## config.mk

```make
export PLATFORM = sky130hd
export DESIGN_NAME = mem_access_unit
export DESIGN_NICKNAME = d
export VERILOG_FILES = /design/src/rtl/mem_access_unit.sv
export SDC_FILE = /design/constraint.sdc
export NUM_CORES = 1
export LEC_CHECK = 0
export CAP_MARGIN = 10
export CORE_MARGIN = 4
export CORE_UTILIZATION = 60
export CTS_BUF_LIST = sky130_fd_sc_hd__clkbuf_4
export CTS_CLUSTER_DIAMETER = 120
export DETAILED_ROUTE_END_ITERATION = 10
export MAX_ROUTING_LAYER = met4
export PLACE_DENSITY = 0.84
export SLEW_MARGIN = 20
export SYNTH_ARGS = -nofsm -noshare
export SYNTH_HDL_FRONTEND = slang
export SYNTH_SLANG_ARGS = --single-unit
```

## constraint.sdc

```tcl
create_clock -name clock -period 5.7 [get_ports clock]
set_input_delay 0.57 -clock clock [delete_from_list [all_inputs] [get_ports clock]]
set_output_delay 0.57 -clock clock [all_outputs]
set_load 0.05 [all_outputs]
```

## src/rtl/mem_access_unit.sv

```systemverilog
// Memory access unit: store buffer with youngest-match load forwarding, plus a
// single-outstanding memory port FSM that drains stores and services load misses.
module mem_access_unit #(
  parameter int DATA_W = 16,
  parameter int ADDR_W = 16,
  parameter int DEPTH  = 4
) (
  input  logic                    clock,
  input  logic                    rst,
  input  logic                    req_valid,
  input  logic                    req_write,
  input  logic [ADDR_W-1:0]       req_addr,
  input  logic [DATA_W-1:0]       req_wdata,
  output logic                    req_ready,
  output logic                    resp_valid,
  output logic [DATA_W-1:0]       resp_rdata,
  output logic                    mem_req,
  output logic                    mem_we,
  output logic [ADDR_W-1:0]       mem_addr,
  output logic [DATA_W-1:0]       mem_wdata,
  input  logic                    mem_ack,
  input  logic [DATA_W-1:0]       mem_rdata,
  output logic                    stall,
  output logic [$clog2(DEPTH):0]  sb_count
);

  localparam int PTR_W = $clog2(DEPTH);
  localparam int CNT_W = PTR_W + 1;

  typedef enum logic [1:0] {M_IDLE, M_STORE, M_LOAD} mstate_t;

  mstate_t             state;
  logic [PTR_W-1:0]    head, tail, idx;
  logic                miss_busy, miss_issue;
  logic [ADDR_W-1:0]   miss_addr;
  logic [ADDR_W-1:0]   sb_addr [DEPTH];
  logic [DATA_W-1:0]   sb_data [DEPTH];
  logic                hit;
  logic [DATA_W-1:0]   hit_data;
  logic                accept, enq, deq, ld_acc;

  // A full buffer refuses stores even when the head drains this same cycle.
  assign req_ready = ~miss_busy & ~(req_write & (sb_count == CNT_W'(DEPTH)));
  assign stall     = req_valid & ~req_ready;
  assign accept    = req_valid & req_ready;
  assign enq       = accept & req_write;
  assign ld_acc    = accept & ~req_write;
  assign deq       = (state == M_STORE) & mem_ack;

  // Walk oldest to youngest so the last match wins.
  always_comb begin
    // NOTE: every variable gets a default first so no latch is inferred.
    hit      = 1'b0;
    hit_data = '0;
    idx      = '0;
    for (int k = 0; k < DEPTH; k++) begin
      idx = head + PTR_W'(k);
      if ((CNT_W'(k) < sb_count) && (sb_addr[idx] == req_addr)) begin
        hit      = 1'b1;
        hit_data = sb_data[idx];
      end
    end
  end

  // NOTE: the buffer storage carries no reset; occupancy is tracked by sb_count.
  always_ff @(posedge clock) begin
    if (enq) begin
      sb_addr[tail] <= req_addr;
      sb_data[tail] <= req_wdata;
    end
  end

  // NOTE: sequential state uses non-blocking assignments only.
  always_ff @(posedge clock or negedge rst) begin
    if (!rst) begin
      state      <= M_IDLE;
      head       <= '0;
      tail       <= '0;
      sb_count   <= '0;
      miss_busy  <= 1'b0;
      miss_issue <= 1'b0;
      miss_addr  <= '0;
      mem_req    <= 1'b0;
      mem_we     <= 1'b0;
      mem_addr   <= '0;
      mem_wdata  <= '0;
      resp_valid <= 1'b0;
      resp_rdata <= '0;
    end else begin
      resp_valid <= 1'b0;
      if (enq) tail <= tail + 1'b1;
      if (deq) head <= head + 1'b1;
      sb_count <= sb_count + CNT_W'(enq) - CNT_W'(deq);

      if (ld_acc) begin
        if (hit) begin
          resp_valid <= 1'b1;
          resp_rdata <= hit_data;
        end else begin
          miss_busy  <= 1'b1;
          miss_issue <= 1'b1;
          miss_addr  <= req_addr;
        end
      end
      // The miss holds off new requests through its response cycle.
      if (miss_busy && resp_valid) miss_busy <= 1'b0;

      case (state)
        M_IDLE: begin
          if (miss_issue) begin
            state      <= M_LOAD;
            miss_issue <= 1'b0;
            mem_req    <= 1'b1;
            mem_we     <= 1'b0;
            mem_addr   <= miss_addr;
            mem_wdata  <= '0;
          end else if (sb_count != '0) begin
            state     <= M_STORE;
            mem_req   <= 1'b1;
            mem_we    <= 1'b1;
            mem_addr  <= sb_addr[head];
            mem_wdata <= sb_data[head];
          end
        end
        M_STORE: begin
          if (mem_ack) begin
            state   <= M_IDLE;
            mem_req <= 1'b0;
          end
        end
        M_LOAD: begin
          if (mem_ack) begin
            state      <= M_IDLE;
            mem_req    <= 1'b0;
            resp_valid <= 1'b1;
            resp_rdata <= mem_rdata;
          end
        end
        default: state <= M_IDLE;
      endcase
    end
  end

endmodule

```

* After elaboration in Yosys (flattened, before gate mapping)
Memory sizes are Yosys's and may differ from the RTL's.
Index checks and enable logic that the tools add are counted.
** Cells by class
- Add/sub/neg operators :: 6
- $lt $le $gt $ge :: 4
- Eq/ne operators :: 10
- Multiplexer cells :: 38
- Bitwise logic cells :: 12
- Reduce and logical (&&, ||, !) cells :: 16
** Operators by type and width (count)
- $mux 16 :: 12
- $eq 16x16->1 :: 4
- $mux 1 :: 21
- $reduce_and 2->1 :: 4
- $and 1x1->1 :: 7
- $lt 1x3->1 const A :: 2
- $lt 2x3->1 const A :: 2
- $mux 2 :: 3
- $reduce_bool 2->1 :: 3
- $logic_and 1x1->1 :: 5
- $not 1->1 :: 5
- $add 2x1->2 const B :: 2
- $add 2x2->2 const B :: 2
- $ne 2x1->1 const B :: 2
- $pmux 2 s2 :: 1
- $add 3x1->3 :: 1
- $eq 3x3->1 const B :: 1
- $ne 3x3->1 const B :: 1
- $reduce_and 3->1 :: 1
- $reduce_bool 3->1 :: 1
- $sub 3x1->3 :: 1
- $eq 2x1->1 const B :: 1
- $eq 2x2->1 const B :: 1
- $logic_not 2->1 :: 1
- other kinds (2) :: 2
** Storage, ports and cells
- Register bits :: 78
- RAM bits :: 128
- Input bits :: 53
- Output and inout bits :: 56
- Memories kept :: 2
** Memories
- sb_addr :: depth 4, width 16, rd ports 4, clocked after memory_dff 0, wr ports 1, RTL line 36 : logic [ADDR_W-1:0] sb_addr [DEPTH];
- sb_data :: depth 4, width 16, rd ports 4, clocked after memory_dff 0, wr ports 1, RTL line 37 : logic [DATA_W-1:0] sb_data [DEPTH];

* Depth between registers and ports, before layout
Gate-level depths: netlist of run 1.
An unclocked memory read counts as a cell.
- Depth after elaboration :: 11
- Gate-level depth with buffers :: 15
- Mapped depth without buffers :: 11

* Least setup slack after synthesis of run 1
OpenSTA, ideal clock, no wires.
- Kind :: register to register
- From :: register sb_count[1]
- To :: memory sb_addr[0][0] (enable)
- Library setup time :: 0.392 ns
- Arrival :: 3.046 ns
- Setup slack :: 2.262 ns
- Stages on the path, launching flop included :: 6
- Buffers on the path :: 1
- Cell sequence :: dfrtp_1 nor2_1 a31oi_1 and3_1 clkbuf_1 and2_1
** Between the ends
- Longest elaborated chain between the ends :: 8
** Ends and longest elaborated chain
- from (decl) :: RTL line 24 : output logic [$clog2(DEPTH):0] sb_count
- from (signal assigned) :: RTL line 93 : sb_count <= sb_count + CNT_W'(enq) - CNT_W'(deq);
- $eq 3x3->1 :: RTL line 43 : assign req_ready = ~miss_busy & ~(req_write & (sb_count == CNT_W'(DEPTH)));
- $and 1x1->1 :: RTL line 43
- $not 1->1 :: RTL line 43
- $and 1x1->1 :: RTL line 43
- net req_ready :: RTL line 14 : output logic req_ready,
- $and 1x1->1 :: RTL line 45 : assign accept = req_valid & req_ready;
- $and 1x1->1 :: RTL line 46 : assign enq = accept & req_write;
- $mux 1 :: RTL line 67 : if (enq) begin
- $mux 1 (not written as such) :: RTL line 68 : sb_addr[tail] <= req_addr;
- to (decl) :: RTL line 36
The timed path passes the listed nets, and every way through them passes these cells.

* Final worst setup path of run 1
- From :: register head[1]
- To :: register resp_rdata[15]
** Between the ends
- Longest elaborated chain between the ends :: 11
- Elaborated cells between the ends (all ways) :: 25
- Classes of those cells :: add/sub (3); eq/ne (4); mux (12); reduce/logical (4); memory (2)
** Ends and longest elaborated chain
- from (decl) :: RTL line 33 : logic [PTR_W-1:0] head, tail, idx;
- from (signal assigned) :: RTL line 92 : if (deq) head <= head + 1'b1;
- $add 2x1->2 / $mem_v2 4x16 (equally long branches)
- $mem_v2 4x16 / $eq 16x16->1 (equally long branches)
- $eq 16x16->1 / $logic_and 1x1->1 (equally long branches) :: RTL line 58 : if ((CNT_W'(k) < sb_count) && (sb_addr[idx] == req_addr)) begin
- $logic_and 1x1->1 (tied with other cells) :: RTL line 58
- $mux 16 / $mux 1 (equally long branches) (3 in series) :: RTL line 58
- $mux 16 (*) :: RTL line 96 : if (hit) begin
- $mux 16 (*) :: RTL line 95 : if (ld_acc) begin
- $mux 16 :: RTL line 132 : if (mem_ack) begin
- $mux 16 (*) :: RTL line 108 : case (state)
- to (signal assigned) :: RTL line 98 : resp_rdata <= hit_data;
- to (signal assigned) :: RTL line 136 : resp_rdata <= mem_rdata;
- to (decl) :: RTL line 16 : output logic [DATA_W-1:0] resp_rdata,
Mark *: on every way between the ends. The rest lies on a longest branch, timed or not.
A chain may end at the register's enable or synchronous reset.

==> impl_metrics.py, run 1 <==
metrics = {
    "status": {
        "outcome": "finished clean",
    },
    "timing": {
        "drv_slew": 0,
        "slew_headroom": 0.225,
        "finalCriticalPeriod_ns": 4.29,
        "final.period_utilization": 0.752,
        "finClkSkew_ns": 0.0328,
        "setup_viol": 0,
        "max_freq_mhz": 233,
        "setup_tns_ns": 0,
        "grt_setup_unrepaired": "no",
        "hold_ws_ns": 0.477,
        "hold_viol": 0,
        "tightestPinTransition_ns": 1.13,
    },
    "detailed_routing": {
        "ant_nets": 0,
        "viasPerCell": 6.16,
        "dr.pass1.iters": 7,
        "dr.first_iter.drc_count": 1167,
        "wl_mm": 31.1,
        "vias": 8943,
        "wl_per_cell_microns": 21.5,
        "drc_errors": 0,
    },
    "placement": {
        "gp_congestion": 0.934,
        "dpl.cell_count": 1355,
        "io_buffers": 108,
        "dp_hpwl_mm": 22.2,
    },
    "job": {
        "maxCapViolations": 0,
    },
    "critical_path": {
        "regToRegSetupSlack_ns": 1.41,
        "crit_start": "head[1]",
        "end_kind": "flop",
        "cpMaxStageDelayCell": "dfrtp_4",
        "critPathRequiredTime_ns": 6.30,
        "crit_family": "compound AO/OA/AOI/OAI gates",
        "path_depth": 10,
        "worstPathArrival_ns": 4.88,
        "cp_cell_sequence": "buf_4 -> mux4_2 -> xnor2_1 -> o211ai_1 -> a2111oi_2 -> nand2b_1 -> and4_1 -> a211oi_1 -> o21ai_1 -> o221ai_2",
        "path_buf_inv": 1,
        "reg2reg_from": "head[1]",
        "crit_fanout": 35,
        "critPathLaunchType": "flop",
        "worstSetupPathType": "flop to flop",
        "max_stage_delay_ns": 0.79,
        "reg2reg_to": "resp_rdata[15]",
        "r2r_cells": 10,
        "cp-endpoint": "resp_rdata[15]",
    },
    "power": {
        "p_per_area_mw_per_mm2": 534,
        "vdd_ir_drop_max_uv": 295,
        "p_leak_nw": 5.46,
    },
    "synthesis": {
        "netlist_instances": 1044,
        "synth_edf_count": 128,
        "yosysSeqAreaShare": 0.488,
        "yosysUniqueCellTypes": 70,
        "synth-main-ff-cell": "edfxtp_1",
        "syn-num-nets": 1110,
        "synthArstFlopShare": 0.379,
        "synth.ff_latch_count": 206,
        "yosys_warnings": 0,
        "syn_area_sq_mm": 0.0119,
        "synth_area_per_cell_sq_um": 11.4,
    },
    "finish": {
        "syn_to_final_growth_pct": 15.5,
        "drive_above_1_share": 0.153,
        "fin_util": 0.705,
        "instances_no_fill": 1451,
        "layout_common_cells": "128 x edfxtp_1, 122 x mux2i_1, 107 x clkdlybuf4s50_1",
        "fill_cells": 1415,
        "final_common_cell": "edfxtp_1",
        "fin_nets": 1211,
    },
    "grt": {
        "grt_antenna_before_repair": 1,
        "grt_pass1_wl_mm": 48.2,
        "first_global_vias": 8431,
        "grt_util_all_layers": 0.291,
        "gr-total-overflow": 0,
        "grt_max_degree": 88,
    },
    "clock_network": {
        "cts-root-buf": "clkbuf_4",
        "cts_setup_buffers": 0,
        "clkLatencyLatePin_ns": 0.67,
        "numCtsBuffers": 52,
        "cts_sinks": 206,
        "tritoncts": "done",
        "cts_buffer_depth": 3,
        "htree_levels": 2,
        "clk_pin_slew_ns": 0.07,
    },
    "floorplanning": {
        "start_util": 0.611,
        "die_h_microns": 149,
        "num_rows": 51,
        "dieArea_sq_mm": 0.0221,
        "die_w_microns": 149,
        "io_pins": 109,
        "core_area_sq_mm": 0.0195,
    },
    "min_path": {
        "hp-class": "flop to flop",
    },
}
==> per-layer routing <==
metal | part of all wire | GRT usage | routed length (microns) | up-vias
met5 | 0 | - | 0 | -
met1 | 0.46 | 0.448 | 14200 | 4321
met4 | 0.012 | 0.0618 | 368 | 0
met2 | 0.42 | 0.394 | 13200 | 502
met3 | 0.11 | 0.0708 | 3350 | 41
li1 | - | - | - | 4079
==> worst reg2reg max path, delay by kind of cell, from the launching register on <==
kind                   cells  cell delay (ns)
AO/OA/AOI/OAI              5             1.11
buffers and inverters      1             0.46
AND/OR/NAND/NOR            2             1.03
flip-flops                 1             0.79
XOR/XNOR                   1             0.27
multiplexers               1             0.58
==> sequential cells by signal, indices dropped and copies added (netlist names) <==
| name | cells |
|---|---|
| sb_addr | 64 |
| sb_data | 64 |
| mem_addr | 16 |
| mem_wdata | 16 |
| miss_addr | 16 |
| resp_rdata | 16 |
| sb_count | 3 |
| head | 2 |
| state | 2 |
| tail | 2 |
| mem_req | 1 |
| mem_we | 1 |
| miss_busy | 1 |
| miss_issue | 1 |
| resp_valid | 1 |
==> power by group <==
group | switching (mW) | leakage (nW) | internal [mW] | total (mW)
logic | 2.33 | 2.97 | 1.47 | 3.81
clock network | 0.593 | 0.406 | 0.679 | 1.27
registers | 0.332 | 2.09 | 1.92 | 2.25
total | 3.26 | 5.46 | 4.07 | 7.33
==> worst min path at each step <==
stage,end,cells after the start,start
final,mem_wdata[2],1,mem_wdata[2]
after global routing,sb_data[1][1],1,req_wdata[1]
after CTS,miss_addr[14],1,rst
after detailed placement,mem_wdata[14],1,mem_wdata[14]
after global placement,mem_wdata[13],1,mem_wdata[13]
after floorplan,head[0],0,rst
==> kinds of logic (layout without fill, tap and decap cells) <==
group | count (synthesis) | after routing | synth area share
buf+inv | 98 | 239 | 0.0408
simple gates | 309 | 309 | 0.120
flops | 206 | 206 | 0.488
compound gates | 170 | 170 | 0.103
xor+xnor | 67 | 67 | 0.0510
fa+ha+maj | 13 | 13 | 0.0143
mux | 181 | 181 | 0.183
other cells | 0 | 1 | 0
==> synth_stat cells (3+ instances only) <==
master / n / share of area
a2111oi_0: 14 / 0.010
a2111oi_2: 3 / 0.0038
a211oi_1: 6 / 0.0038
a21o_1: 20 / 0.013
a21oi_1: 20 / 0.0084
a31oi_1: 8 / 0.0042
and2_1: 9 / 0.0047
and3_1: 5 / 0.0026
and4_1: 5 / 0.0037
buf_1: 13 / 0.0041
buf_2: 18 / 0.0076
buf_6: 8 / 0.0076
clkbuf_1: 34 / 0.011
dfrtp_1: 78 / 0.16
edfxtp_1: 128 / 0.32
ha_1: 12 / 0.013
inv_1: 20 / 0.0063
mux2_2: 27 / 0.026
mux2_4: 5 / 0.0063
mux2i_1: 122 / 0.10
mux2i_2: 4 / 0.0046
mux4_2: 22 / 0.042
nand2_1: 97 / 0.031
nand2b_1: 4 / 0.0021
nand3_1: 20 / 0.0084
nand4_1: 19 / 0.010
nor2_1: 106 / 0.033
nor3_1: 12 / 0.0051
nor4_1: 5 / 0.0026
o2111ai_1: 5 / 0.0037
o211a_1: 10 / 0.0084
o21ai_0: 50 / 0.021
o21ai_1: 8 / 0.0034
o22ai_1: 3 / 0.0016
o31ai_1: 3 / 0.0019
or3_1: 15 / 0.0079
or4_1: 3 / 0.0019
xnor2_1: 44 / 0.032
xor2_1: 22 / 0.016
==> stage by stage <==
stage | setup slack, ns | cell area (sq um) | power, mW
final | 1.41 | 13700 | 7.33
after global placement | 1.52 | 13000 | 5.96
after global routing | 1.09 | 13700 | 7.75
after floorplan | 2.26 | 11900 | 5.01
after CTS | 1.45 | 13700 | 7.32
after detailed placement | 1.53 | 13000 | 6.03
==> area by class of cell <==
type                    instances  area [sq um]  area share
clock inverters                15          95.1     0.00693
clock buffers                  79           593      0.0432
flip-flops and latches        206          5800       0.423
inverters                      21          78.8     0.00574
diodes                          1          2.50    0.000182
well taps                     265           332      0.0242
repair buffers                124          1200      0.0878
multi-input cells             740          5620       0.409
==> timing repair <==
item / CTS / global route
resized for setup: 0 / 0
hold buffers: 0 / 1
endpoints found under the hold margin: 0 / 53
Power figures use the tool's default switching activity.
==> run 2, diff against run 1 <==
--- a/config.mk
+++ b/config.mk
@@ -7,12 +7,12 @@
 export LEC_CHECK = 0
 export CAP_MARGIN = 10
 export CORE_MARGIN = 4
-export CORE_UTILIZATION = 60
+export CORE_UTILIZATION = 54
 export CTS_BUF_LIST = sky130_fd_sc_hd__clkbuf_4
 export CTS_CLUSTER_DIAMETER = 120
 export DETAILED_ROUTE_END_ITERATION = 10
 export MAX_ROUTING_LAYER = met4
-export PLACE_DENSITY = 0.84
+export PLACE_DENSITY = 0.8
 export SLEW_MARGIN = 20
 export SYNTH_ARGS = -nofsm -noshare
 export SYNTH_HDL_FRONTEND = slang
==> constraint.sdc (replaced) <==
create_clock -name clock -period 3.7 [get_ports clock]
set_input_delay 0.37 -clock clock [delete_from_list [all_inputs] [get_ports clock]]
set_output_delay 0.37 -clock clock [all_outputs]
set_load 0.05 [all_outputs]
==> impl_metrics.py, run 2 (synthesis results as in run 1) <==
metrics = {
    "floorplanning": {
        "core_area_sq_mm": 0.0218,
        "num_rows": 54,
        "die_w_microns": 156,
        "die_h_microns": 156,
        "dieArea_sq_mm": 0.0244,
        "start_util": 0.546,
        "io_pins": 109,
    },
    "timing": {
        "max_freq_mhz": 287,
        "setup_tns_ns": 0,
        "finalCriticalPeriod_ns": 3.48,
        "grt_setup_unrepaired": "no",
        "setup_viol": 0,
        "hold_viol": 0,
        "final.period_utilization": 0.942,
        "slew_headroom": 0.282,
        "finClkSkew_ns": 0.0526,
        "drv_slew": 0,
        "tightestPinTransition_ns": 1.05,
    },
    "clock_network": {
        "clkLatencyLatePin_ns": 0.67,
        "cts_sinks": 206,
        "clk_pin_slew_ns": 0.07,
        "htree_levels": 2,
        "cts-root-buf": "clkbuf_4",
        "tritoncts": "done",
        "cts_buffer_depth": 3,
        "numCtsBuffers": 51,
    },
    "placement": {
        "gp_congestion": 0.980,
        "io_buffers": 108,
        "dp_hpwl_mm": 22.3,
        "dpl.cell_count": 1403,
    },
    "status": {
        "outcome": "finished clean",
    },
    "critical_path": {
        "worstSetupPathType": "flop to flop",
        "end_kind": "flop",
        "critPathLaunchType": "flop",
        "cp_cell_sequence": "buf_12 -> mux4_2 -> xor2_1 -> a211o_1 -> nor4_1 -> o211a_2 -> a2111oi_4 -> nor2_1 -> buf_12 -> and4bb_1 -> nor3_2",
        "crit_family": "simple AND/OR/NAND/NOR gates",
        "path_buf_inv": 2,
        "cpMaxStageDelayCell": "dfrtp_4",
        "max_stage_delay_ns": 0.64,
        "critPathRequiredTime_ns": 4.25,
        "crit_top_cell": "buf_12",
        "worstPathArrival_ns": 4.03,
        "crit_fanout": 29,
    },
    "detailed_routing": {
        "dr.first_iter.drc_count": 767,
        "wl_mm": 31.2,
        "vias": 8970,
        "wl_per_cell_microns": 20.8,
        "drc_errors": 0,
        "ant_nets": 0,
        "viasPerCell": 5.97,
        "dr.pass1.iters": 5,
    },
    "finish": {
        "fin_nets": 1243,
        "syn_to_final_growth_pct": 18.1,
        "layout_common_cells": "128 x edfxtp_1, 122 x mux2i_1, 107 x clkdlybuf4s50_1",
        "final_common_cell": "edfxtp_1",
        "drive_above_1_share": 0.171,
        "reg.largest.list": "sb_addr x64, sb_data x64",
        "instances_no_fill": 1502,
    },
    "grt": {
        "grt_max_degree": 88,
        "grt_util_all_layers": 0.263,
        "grt_antenna_before_repair": 3,
        "gr-total-overflow": 0,
        "grt_pass1_wl_mm": 49.0,
        "first_global_vias": 8833,
    },
    "min_path": {
        "hp-class": "primary input to asynchronous set/reset pin",
    },
    "power": {
        "p_per_area_mw_per_mm2": 809,
        "p_leak_nw": 5.63,
        "vdd_ir_drop_max_uv": 381,
    },
    "job": {
        "maxCapViolations": 0,
    },
}
run 2: cell count changes in the layout (fill, tap and decap cells not counted), moves of 2 or more:
cell,delta
clkinvlp_4,-2
buf_4,+29
diode_2,+2
clkinv_1,+6
buf_12,+5
clkbuf_4,-3
run 2: worst paths after layout:
kind / from / to / slack (ns) / cells past startpoint
setup / recovery: head[0] / resp_rdata[6] / 0.22 / 11
hold / removal: rst / resp_rdata[11] / 0.30 / 2
setup reg to reg: head[0] / resp_rdata[6] / 0.22 / 11
hold reg to reg: mem_addr[1] / mem_addr[1] / 0.47 / 1
max in group asynchronous: rst / mem_addr[0] / 2.53 / 3
min in group clock: mem_rdata[15] / resp_rdata[15] / 0.33 / 3
run 2: stage by stage:
step           hold WS (ns)  cell area, sq um  power (mW)  utilization  worst slack [ns]
6_report              0.295             14000        11.4        0.645             0.216
5_1_grt               0.324             14000        12.0        0.645          0.000864
4_1_cts               0.265             14000        11.3        0.645             0.135
3_5_place_dp          0.451             13300        9.42        0.614             0.109
3_3_place_gp          0.456             13300        9.30        0.614             0.153
2_1_floorplan        0.0744             11900        7.72            -             0.262
run 2: routing by layer:
layer  wire [microns]  up-vias  track usage
met2            13700      394        0.379
met4              668        0       0.0773
met3             3240       66       0.0799
met5                0        -            -
met1            13700     4366        0.363
li1                 -     4144            -
run 2: cell type report:
cell class              count  area [sq um]
diodes                      3          7.51
inverters                  21          78.8
multi-input cells         740          5620
fillers                  1678          7720
flip-flops and latches    206          5800
clock inverters            19           101
repair buffers            157          1510
well taps                 280           350
clock buffers              76           571
run 2: what timing repair did:
item                                   CTS  global route
hold buffers                             1             0
resized for setup                        0             2
endpoints found under the hold margin   50             0
buffers inserted                         0             0
setup endpoints to repair                0            14
run 2: where the power goes:
| part | total [mW] | switching, mW | internal (mW) |
|---|---|---|---|
| Sequential | 3.34 | 0.386 | 2.96 |
| Clock | 1.90 | 0.889 | 1.01 |
| Combinational | 6.11 | 3.71 | 2.40 |
| Total | 11.4 | 4.98 | 6.37 |
run 2: worst register-to-register path, stage by stage, from the launching register on:
cell       delay, ns
dfrtp_4         0.64
buf_12          0.23
mux4_2          0.53
xor2_1          0.16
a211o_1         0.27
nor4_1          0.31
o211a_2         0.39
a2111oi_4       0.14
nor2_1          0.26
buf_12          0.21
and4bb_1        0.23
nor3_2          0.05
==> run 3, diff against run 2 <==
--- a/config.mk
+++ b/config.mk
@@ -5,12 +5,15 @@
 export SDC_FILE = /design/constraint.sdc
 export NUM_CORES = 1
 export LEC_CHECK = 0
+export ABC_AREA = 1
 export CAP_MARGIN = 10
 export CORE_MARGIN = 4
-export CORE_UTILIZATION = 54
+export CORE_UTILIZATION = 60
 export CTS_BUF_LIST = sky130_fd_sc_hd__clkbuf_4
 export CTS_CLUSTER_DIAMETER = 120
+export CTS_CLUSTER_SIZE = 8
 export DETAILED_ROUTE_END_ITERATION = 10
+export DONT_BUFFER_PORTS = 1
 export MAX_ROUTING_LAYER = met4
 export PLACE_DENSITY = 0.8
 export SLEW_MARGIN = 20
==> impl_metrics.py, run 3 <==
metrics = {
    "timing": {
        "slew_headroom": 0.379,
        "finClkSkew_ns": 0.0443,
        "setup_tns_ns": 0,
        "final.period_utilization": 0.930,
        "grt_setup_unrepaired": "no",
        "hold_viol": 0,
        "finalCriticalPeriod_ns": 3.44,
        "setup_viol": 0,
        "max_freq_mhz": 291,
        "drv_slew": 0,
        "tightestPinTransition_ns": 0.928,
    },
    "finish": {
        "postLayoutCellArea_sq_mm": 0.0134,
        "fin_nets": 1765,
        "syn_to_final_growth_pct": 8.29,
        "reg.largest.list": "sb_addr x64, sb_data x64",
        "fin_util": 0.660,
        "fill_cells": 1772,
        "layout_common_cells": "623 x nand2_1, 184 x inv_1, 136 x nand3_1",
        "drive_above_1_share": 0.0576,
        "final_common_cell": "nand2_1",
    },
    "clock_network": {
        "htree_levels": 1,
        "cts_setup_buffers": 0,
        "cts_sinks": 206,
        "cts_buffer_depth": 3,
        "clkLatencyLatePin_ns": 0.71,
        "cts-root-buf": "clkbuf_4",
        "tritoncts": "done",
        "clk_pin_slew_ns": 0.10,
        "numCtsBuffers": 29,
    },
    "floorplanning": {
        "num_rows": 52,
        "dieArea_sq_mm": 0.0229,
        "io_pins": 109,
        "die_w_microns": 151,
        "core_area_sq_mm": 0.0202,
        "start_util": 0.609,
        "die_h_microns": 151,
    },
    "critical_path": {
        "cp-endpoint": "resp_rdata[7]",
        "worstSetupPathType": "flop to flop",
        "r2r_cells": 14,
        "max_stage_delay_ns": 0.72,
        "reg2reg_from": "head[0]",
        "crit_start": "head[0]",
        "reg2reg_to": "resp_rdata[7]",
        "crit_fanout": 40,
        "critPathLaunchType": "flop",
        "critPathRequiredTime_ns": 4.25,
        "regToRegSetupSlack_ns": 0.26,
        "crit_family": "simple AND/OR/NAND/NOR gates",
        "end_kind": "flop",
        "path_depth": 14,
        "crit_top_cell": "nand2_1",
        "cpMaxStageDelayCell": "o21ai_4",
        "worstPathArrival_ns": 3.99,
        "cp_cell_sequence": "buf_4 -> nand2_1 -> nand3_1 -> nand2_1 -> o21ai_0 -> nor2_1 -> nand2_1 -> nor2_1 -> nand3_2 -> nand2_2 -> o21ai_4 -> nor2_1 -> nand2_1 -> a21oi_1",
        "path_buf_inv": 1,
    },
    "power": {
        "p_total_mw": 11.2,
        "p_per_area_mw_per_mm2": 841,
        "p_leak_nw": 6.36,
        "vdd_ir_drop_max_uv": 458,
    },
    "detailed_routing": {
        "ant_nets": 0,
        "drc_errors": 0,
        "viasPerCell": 5.68,
        "vias": 11300,
        "wl_per_cell_microns": 17.2,
        "dr.first_iter.drc_count": 1694,
        "dr.pass1.iters": 6,
        "wl_mm": 34.2,
    },
    "synthesis": {
        "yosysUniqueCellTypes": 32,
        "synth.area.top_cells": "edfxtp_1 31%, nand2_1 19%, dfrtp_1 16%",
        "synthTopCellsByCount": "623 x nand2_1, 184 x inv_1, 136 x nand3_1",
        "synth.ff_latch_count": 206,
        "synth_top_area_frac": 0.312,
        "yosys_warnings": 0,
        "syn-num-nets": 1737,
        "synth-main-ff-cell": "edfxtp_1",
        "synth_area_per_cell_sq_um": 7.38,
        "synth_edf_count": 128,
        "synthArstFlopShare": 0.379,
        "syn_area_sq_mm": 0.0123,
        "yosysSeqAreaShare": 0.470,
        "synth.most_common_cell": "nand2_1",
        "netlist_instances": 1671,
        "yosysTopAreaCell": "edfxtp_1",
    },
    "grt": {
        "grt_max_degree": 79,
        "first_global_vias": 9955,
        "grt_pass1_wl_mm": 53.1,
        "grt_util_all_layers": 0.306,
        "gr-total-overflow": 0,
        "grt_antenna_before_repair": 7,
    },
    "placement": {
        "dp_hpwl_mm": 23.3,
        "gp_congestion": 0.943,
        "io_buffers": 0,
        "placed_cell_area_sq_mm": 0.0124,
    },
    "job": {
        "maxCapViolations": 0,
    },
    "min_path": {
        "hp-class": "primary input to flop",
    },
    "status": {
        "outcome": "finished clean",
    },
}
==> run 3: layout make-up <==
type	count	area, sq um	area share
Multi-Input combinational cell	1196	5390	0.404
Tap cell	270	338	0.0253
Timing Repair Buffer	78	733	0.0549
Antenna cell	7	17.5	0.00131
Clock buffer	48	360	0.0270
Inverter	188	706	0.0529
Sequential cell	206	5800	0.434
Clock inverter	2	7.51	0.000562
==> run 3: routing by layer <==
layer  share of wire  global-route usage  vias to the layer above
met5               0                   -                        -
met4           0.016              0.0530                        0
met3            0.15              0.0922                       63
met2            0.40               0.408                      657
met1            0.43               0.465                     5110
li1                -                   -                     5492
==> run 3: power by group <==
part	switching (mW)	internal [mW]	total [mW]
clock network	0.791	0.577	1.37
logic	3.83	1.70	5.53
registers	1.40	2.94	4.33
total	6.02	5.22	11.2
==> run 3: kinds of logic after synthesis <==
| group | Yosys count | synth area share |
|---|---|---|
| XOR/XNOR | 4 | 0.00284 |
| AO/OA/AOI/OAI | 280 | 0.124 |
| flip-flops | 206 | 0.470 |
| adder cells (fa/ha/maj) | 13 | 0.0138 |
| AND/OR/NAND/NOR | 899 | 0.294 |
| buffers and inverters | 269 | 0.0953 |
==> run 3: worst min-delay path by stage <==
stage	startpoint	endpoint	slack, ns	depth (start not counted)
floorplan	rst	head[0]	0.07	0
global placement	rst	mem_addr[0]	0.08	0
detailed placement	rst	mem_addr[5]	0.08	0
CTS	req_valid	tail[1]	0.0002	3
global route	req_valid	tail[1]	0.04	3
finish	req_valid	tail[1]	0.04	3
==> run 3: tightest hold or removal path: stages <==
cell and delay (ns):
nand3_1 0.06, buf_4 0.19, a21oi_1 0.08
==> run 3: stage by stage <==
step	cells	worst slack (ns)	hold WS, ns
global route	1995	0.00918	0.0408
floorplan	1671	-0.338	0.0744
CTS	1988	0.353	0.000156
finish	1995	0.261	0.0437
detailed placement	1886	0.380	0.0768
global placement	1886	0.444	0.0772
==> run 3: timing repair <==
item | 4_1_cts | 5_1_grt
setup endpoints to repair | 0 | 2
gates resized for setup | 0 | 0
endpoints found under the hold margin | 242 | 0
hold buffers | 52 | 0
